--- src/rtl/fp_ex_unit_pkg.sv ---
// Shared encodings and constants for the EX-stage floating-point unit.
package fp_ex_unit_pkg;

    localparam logic [2:0] FOP_ADD = 3'b000;
    localparam logic [2:0] FOP_SUB = 3'b001;
    localparam logic [2:0] FOP_MUL = 3'b010;

    typedef enum logic [2:0] {
        IDLE   = 3'd0,
        UNPACK = 3'd1,
        EXEC   = 3'd2,
        NORM   = 3'd3,
        DONE   = 3'd4
    } state_t;

    localparam int          EXP_BIAS  = 127;
    localparam int          EXP_MAX   = 255;
    localparam logic [31:0] CANON_NAN = 32'h7FC00000;

endpackage

--- src/rtl/fp_ex_unit_lzc24.sv ---
// Combinational leading-zero counter for a 24-bit mantissa; all-zero input yields 24.
module fp_lzc24 (
    input  logic [23:0] value,
    output logic [4:0]  count
);

    // Ascending scan so the most significant set bit is the last to write count.
    always_comb begin
        count = 5'd24;
        for (int i = 0; i < 24; i++) begin
            if (value[i]) count = 5'(23 - i);
        end
    end

endmodule

--- src/rtl/fp_ex_unit.sv ---
// Multi-cycle single-precision fadd/fsub/fmul execute unit; stalls the pipeline for four cycles per op.
module fp_ex_unit #(
    parameter logic [31:0] CANON_NAN = fp_ex_unit_pkg::CANON_NAN
) (
    input  logic        clk,
    input  logic        reset,
    input  logic        start,
    input  logic [2:0]  op,
    input  logic [31:0] a,
    input  logic [31:0] b,
    input  logic [4:0]  rd,
    output logic        stall,
    output logic        done,
    output logic [31:0] result,
    output logic [4:0]  rd_out
);
    import fp_ex_unit_pkg::*;

    state_t state, state_nxt;
    logic   accept;

    logic [2:0]  op_q;
    logic [31:0] a_q, b_q;

    logic        sa_p0, sb_p0, nan_p0;
    logic [7:0]  ea_p0, eb_p0;
    logic [23:0] ma_p0, mb_p0;

    logic               sign_p1, mzero_p1;
    logic signed [9:0]  exp_p1;
    logic [24:0]        sum_p1;
    logic [47:0]        prod_p1;

    logic        is_mul, is_addsub;
    logic        a_big;
    logic [7:0]  e_big, e_small, diff;
    logic [23:0] m_big, m_small, m_shift;
    logic [24:0] sum_w;
    logic [47:0] prod_w;
    logic signed [9:0] exp_mul_w;

    logic [4:0]  lz;
    logic [23:0] norm_m;
    logic [31:0] res_nxt;
    logic        unused_bits;

    assign accept    = (state == IDLE) && start;
    assign is_mul    = (op_q == FOP_MUL);
    assign is_addsub = (op_q == FOP_ADD) || (op_q == FOP_SUB);

    assign stall = !reset && (accept || state == UNPACK || state == EXEC || state == NORM);
    assign done  = !reset && (state == DONE);

    function automatic logic [31:0] pack_trunc(input logic s, input logic signed [9:0] e,
                                               input logic [22:0] frac);
        if (e >= 10'(EXP_MAX))
            return {s, 8'hFF, 23'd0};
        else if (e <= 10'sd0)
            return {s, 31'd0};
        else
            return {s, e[7:0], frac};
    endfunction

    always_ff @(posedge clk) begin
        if (reset) begin
            state  <= IDLE;
            result <= 32'd0;
            rd_out <= 5'd0;
        end else begin
            state <= state_nxt;
            if (accept)        rd_out <= rd;
            if (state == NORM) result <= res_nxt;
        end
    end

    always_comb begin
        state_nxt = state;
        case (state)
            IDLE:    if (start) state_nxt = UNPACK;
            UNPACK:  state_nxt = EXEC;
            EXEC:    state_nxt = NORM;
            NORM:    state_nxt = DONE;
            DONE:    state_nxt = IDLE;
            default: state_nxt = IDLE;
        endcase
    end

    // Operand capture at accept
    always_ff @(posedge clk) begin
        if (accept) begin
            op_q <= op;
            a_q  <= a;
            b_q  <= b;
        end
    end

    // UNPACK -> p0: flush denormals, hidden bit, NaN/Inf detect, fsub sign flip
    always_ff @(posedge clk) begin
        if (state == UNPACK) begin
            sa_p0  <= a_q[31];
            sb_p0  <= b_q[31] ^ (op_q == FOP_SUB);
            ea_p0  <= a_q[30:23];
            eb_p0  <= b_q[30:23];
            ma_p0  <= (a_q[30:23] == 8'd0) ? 24'd0 : {1'b1, a_q[22:0]};
            mb_p0  <= (b_q[30:23] == 8'd0) ? 24'd0 : {1'b1, b_q[22:0]};
            nan_p0 <= (a_q[30:23] == 8'hFF) || (b_q[30:23] == 8'hFF);
        end
    end

    always_comb begin
        a_big   = {ea_p0, ma_p0} >= {eb_p0, mb_p0};
        e_big   = a_big ? ea_p0 : eb_p0;
        e_small = a_big ? eb_p0 : ea_p0;
        m_big   = a_big ? ma_p0 : mb_p0;
        m_small = a_big ? mb_p0 : ma_p0;
        diff    = e_big - e_small;
        m_shift = (diff >= 8'd25) ? 24'd0 : (m_small >> diff);
        sum_w   = (sa_p0 == sb_p0) ? ({1'b0, m_big} + {1'b0, m_shift})
                                   : ({1'b0, m_big} - {1'b0, m_shift});
        prod_w    = ma_p0 * mb_p0;
        exp_mul_w = $signed({2'b00, ea_p0}) + $signed({2'b00, eb_p0}) - 10'(EXP_BIAS);
    end

    // EXEC -> p1: aligned sum or full product with unnormalised exponent
    always_ff @(posedge clk) begin
        if (state == EXEC) begin
            sign_p1  <= is_mul ? (sa_p0 ^ sb_p0) : (a_big ? sa_p0 : sb_p0);
            exp_p1   <= is_mul ? exp_mul_w : $signed({2'b00, e_big});
            mzero_p1 <= (ea_p0 == 8'd0) || (eb_p0 == 8'd0);
            sum_p1   <= sum_w;
            prod_p1  <= prod_w;
        end
    end

    fp_lzc24 u_lzc (
        .value (sum_p1[23:0]),
        .count (lz)
    );

    assign norm_m      = sum_p1[23:0] << lz;
    assign unused_bits = ^{prod_p1[22:0], norm_m[23]};

    // NORM: renormalise, truncate, and apply zero/inf/NaN boundaries
    always_comb begin
        res_nxt = 32'd0;
        if (!is_mul && !is_addsub)
            res_nxt = 32'd0;
        else if (nan_p0)
            res_nxt = CANON_NAN;
        else if (is_mul) begin
            if (mzero_p1)
                res_nxt = {sign_p1, 31'd0};
            else if (prod_p1[47])
                res_nxt = pack_trunc(sign_p1, exp_p1 + 10'sd1, prod_p1[46:24]);
            else
                res_nxt = pack_trunc(sign_p1, exp_p1, prod_p1[45:23]);
        end else begin
            if (sum_p1 == 25'd0)
                res_nxt = 32'd0;
            else if (sum_p1[24])
                res_nxt = pack_trunc(sign_p1, exp_p1 + 10'sd1, sum_p1[23:1]);
            else
                res_nxt = pack_trunc(sign_p1, exp_p1 - $signed({5'd0, lz}), norm_m[22:0]);
        end
    end

endmodule

--- config.mk ---
export PLATFORM = sky130hd
export DESIGN_NAME = fp_ex_unit
export DESIGN_NICKNAME = d
export VERILOG_FILES = /design/src/rtl/fp_ex_unit_pkg.sv /design/src/rtl/fp_ex_unit_lzc24.sv /design/src/rtl/fp_ex_unit.sv
export SDC_FILE = /design/constraint.sdc
export NUM_CORES = 2
export LEC_CHECK = 0
export CORE_MARGIN = 2
export CORE_UTILIZATION = 58
export DETAILED_ROUTE_END_ITERATION = 7
export PLACE_DENSITY = 0.79
export SYNTH_ARGS = -nofsm -noshare
export SYNTH_HDL_FRONTEND = slang
export SYNTH_SLANG_ARGS = --single-unit
--- constraint.sdc ---
create_clock -name clk -period 11.4 [get_ports clk]
set_clock_uncertainty 0.15 [all_clocks]
set_input_delay 2.85 -clock clk [delete_from_list [all_inputs] [get_ports clk]]
set_output_delay 2.85 -clock clk [all_outputs]
set_load 0.02 [all_outputs]
==> results by group <==
GRT
  – Vias in the first global route: roughly 27k
  – Initial antenna violation count: 1
  – Total gr overflow: 0
  – Largest net degree at the start of global routing: between 70 and 80
  – Global Route Usage Sum: 0.328
  – First-pass GRT wire length: 153,000 um

STA
  – Setup TNS: 0 ns
  – Slew Viols, Final: 0
  – RSZ-0062 raised after global routing: no
  – Fmax: a little over 0.1 GHz
  – Part of the cycle the worst path needs: 0.862
  – Rel. slew slack: 0.166
  – Slew @ Worst Pin: about 1.2 ns
  – Crit path time final: ~9.8 ns
  – Final Hold Vio Count: 0
  – # setup viols final: 0

Critical path
  – Top Family by Delay on Critical Path: compound AO/OA/AOI/OAI gates
  – Reg2reg setup slack: between 1.5 and 2 ns
  – Crit path kind: flop to flop
  – CP endpoint kind: flop
  – Max stage delay on crit path: about 0.97 ns
  – R2r endpoint: sum_p1[24]
  – WP buf/inv: 2
  – R2R depth: 37
  – Worst EP arrival: between 10 and 15 ns
  – CP Max Fanout: 18
  – Slowest-stage cell, CP: edfxtp_1
  – Req. time, crit path: 11.59 ns
  – CP startpoint kind: flop
  – Critical path origin: mb_p0[9]
  – R2R Path Start: mb_p0[9]

Synthesis
  – #FFs+latches synth: roughly 240
  – Syn Nets: between 4k and 5k
  – Ys flop type: edfxtp_1
  – Register area share after synthesis: 0.196
  – Post-synth ARST share: 0
  – Post-synth EDFFs: a little under 200
  – Area contributors post-synth: fa_1, edfxtp_1, ha_1
  – Syn avg cell area: slightly above 9 sq um
  – Synth top cells by count: inv_1, nand2_1, fa_1, ha_1, and2_1
  – Synth warn: 0
  – Yosys top cell area share: 0.284
  – Synth cell types: just over 100
  – Area leader, netlist: fa_1
  – Cell Area, Synth: 34,100 sq um
  – Most common cell in the synthesized netlist: inv_1
  – Syn Inst Count: between 3k and 4k

Floorplan
  – Core Rows: approximately 90
  – Core box area: approximately 58,000 sq um
  – Die ar.: between 60,000 and 70,000 sq um
  – Die W: 246 um
  – Die Height: between 200 and 250 um
  – Starting density of the core: 0.589
  – Ports: ~110

Drt
  – Iter 0 DRT Violations: between 2k and 2.5k
  – Via Count: roughly 27k
  – Vias per cell: between 5 and 6
  – Drt wl/cell: between 20 and 25 um
  – Drt first pass iters: 8
  – Total Wirelength: roughly 97,000 um
  – # DRC: 20
  – Antenna viol nets, final: 0

Place
  – DP Area: approximately 36,000 sq um
  – Port Buf Inserts: ~110
  – DPL Wire Length: 75,100 um
  – GP Congestion: 1.01

Layout
  – Synth-to-layout area growth: 8.25%
  – Design Area, Final: between 30,000 and 40,000 sq um
  – Nets: ~4.5k
  – Layout cells sized above 1: 0.0514
  – Diode count: 0

Hold path
  – Hold path start: a_q[31]
  – Hold Crit Class: flop to flop
  – Hold path endpoint: sa_p0
  – WHS Path Cells: 0

Clocking
  – Reg clk slew, reported paths: 0.06 ns
  – Clock Tree Root: clkbuf_16
  – Clock Path Buffers: 3
  – H-Tree Depth: 1
  – Post-CTS sizing: 0
  – Setup Fix Bufs, Post-CTS: 0
  – Worst skew pair latency: between 0.6 and 0.7 ns
  – TritonCTS clock tree: built
  – CTS Sinks: approximately 240
  – Post-CTS Hold Fix Bufs: 0
  – Cts bufs inserted: 28

Run status
  – Violations in the final reports: DRC
  – Status: finished, violations left

Run
  – Max-Cap Viols: 0
==> cells by family after synthesis <==
family                   synth area share
XOR/XNOR                           0.0218
multiplexers                       0.0484
AND/OR/NAND/NOR                     0.157
flip-flops                          0.196
AO/OA/AOI/OAI                       0.103
buffers and inverters              0.0882
adder cells (fa/ha/maj)             0.385
==> flip-flops by register name, summed over array words and instances, names as in the netlist, 3 cells and up <==
register,count
rd_out,5
ea_p0,8
ma_p0,24
sum_p1,25
b_q,32
a_q,32
state,3
result,32
exp_p1,10
op_q,3
eb_p0,8
mb_p0,24
prod_p1,25
==> metal layers <==
layer	part of all wire	wire, um	GRT usage
met3	0.098	9490	0.0587
met1	0.40	38700	0.438
met2	0.44	42600	0.514
met4	0.064	6160	0.169
met5	0	0	0
==> cell usage in the layout (no fill, tap or decap), types with 15 or more instances in the layout <==
cell type | Yosys | final
a21oi_1 | 130 | 130
xnor2_1 | 53 | 53
a22oi_1 | 24 | 24
edfxtp_1 | 196 | 196
xor2_1 | 32 | 32
nor2b_1 | 19 | 19
fa_1 | 484 | 484
a22o_1 | 20 | 20
ha_1 | 275 | 275
mux2i_1 | 121 | 121
dfxtp_1 | 40 | 40
a31oi_1 | 19 | 19
nor2_1 | 178 | 178
nor3_1 | 52 | 52
clkbuf_16 | 0 | 28
and2_1 | 237 | 237
o21ai_0 | 107 | 107
o21bai_1 | 16 | 15
nand2_1 | 505 | 505
nand2b_1 | 15 | 15
a21o_1 | 19 | 19
nand3_1 | 29 | 29
nor4_1 | 23 | 23
inv_1 | 579 | 579
buf_4 | 5 | 72
clkdlybuf4s50_1 | 0 | 113
o21a_1 | 19 | 19
a211oi_1 | 29 | 29
==> area by class of cell <==
type | count | area [sq um]
tap | 765 | 957
inverter | 584 | 2190
clock inverter | 24 | 269
multi-input combinational | 2642 | 24400
timing repair buffer | 185 | 1670
fill | 4697 | 21000
sequential | 236 | 6690
clock buffer | 28 | 701
==> worst max-delay path by stage <==
stage / to / slack (ns) / cells after the start
after floorplan: rd_out[4] / 0.13 / 3
after global placement: sum_p1[24] / 1.90 / 37
after detailed placement: sum_p1[24] / 1.68 / 37
after CTS: sum_p1[24] / 1.67 / 37
after global routing: sum_p1[24] / 0.78 / 37
final: sum_p1[24] / 1.57 / 37
==> through the flow <==
step	setup slack (ns)	util	hold WS, ns	instances
6_report	1.57	0.637	0.271	4464
5_1_grt	0.778	0.637	0.291	4464
3_3_place_gp	1.90	0.621	0.265	4412
2_1_floorplan	0.128	-	0.250	3660
4_1_cts	1.67	0.637	0.276	4464
3_5_place_dp	1.68	0.621	0.260	4412
Power is left out: the tool's default activity adds up to more than one toggle a clock period on the data nets, which glitch-free logic cannot reach.
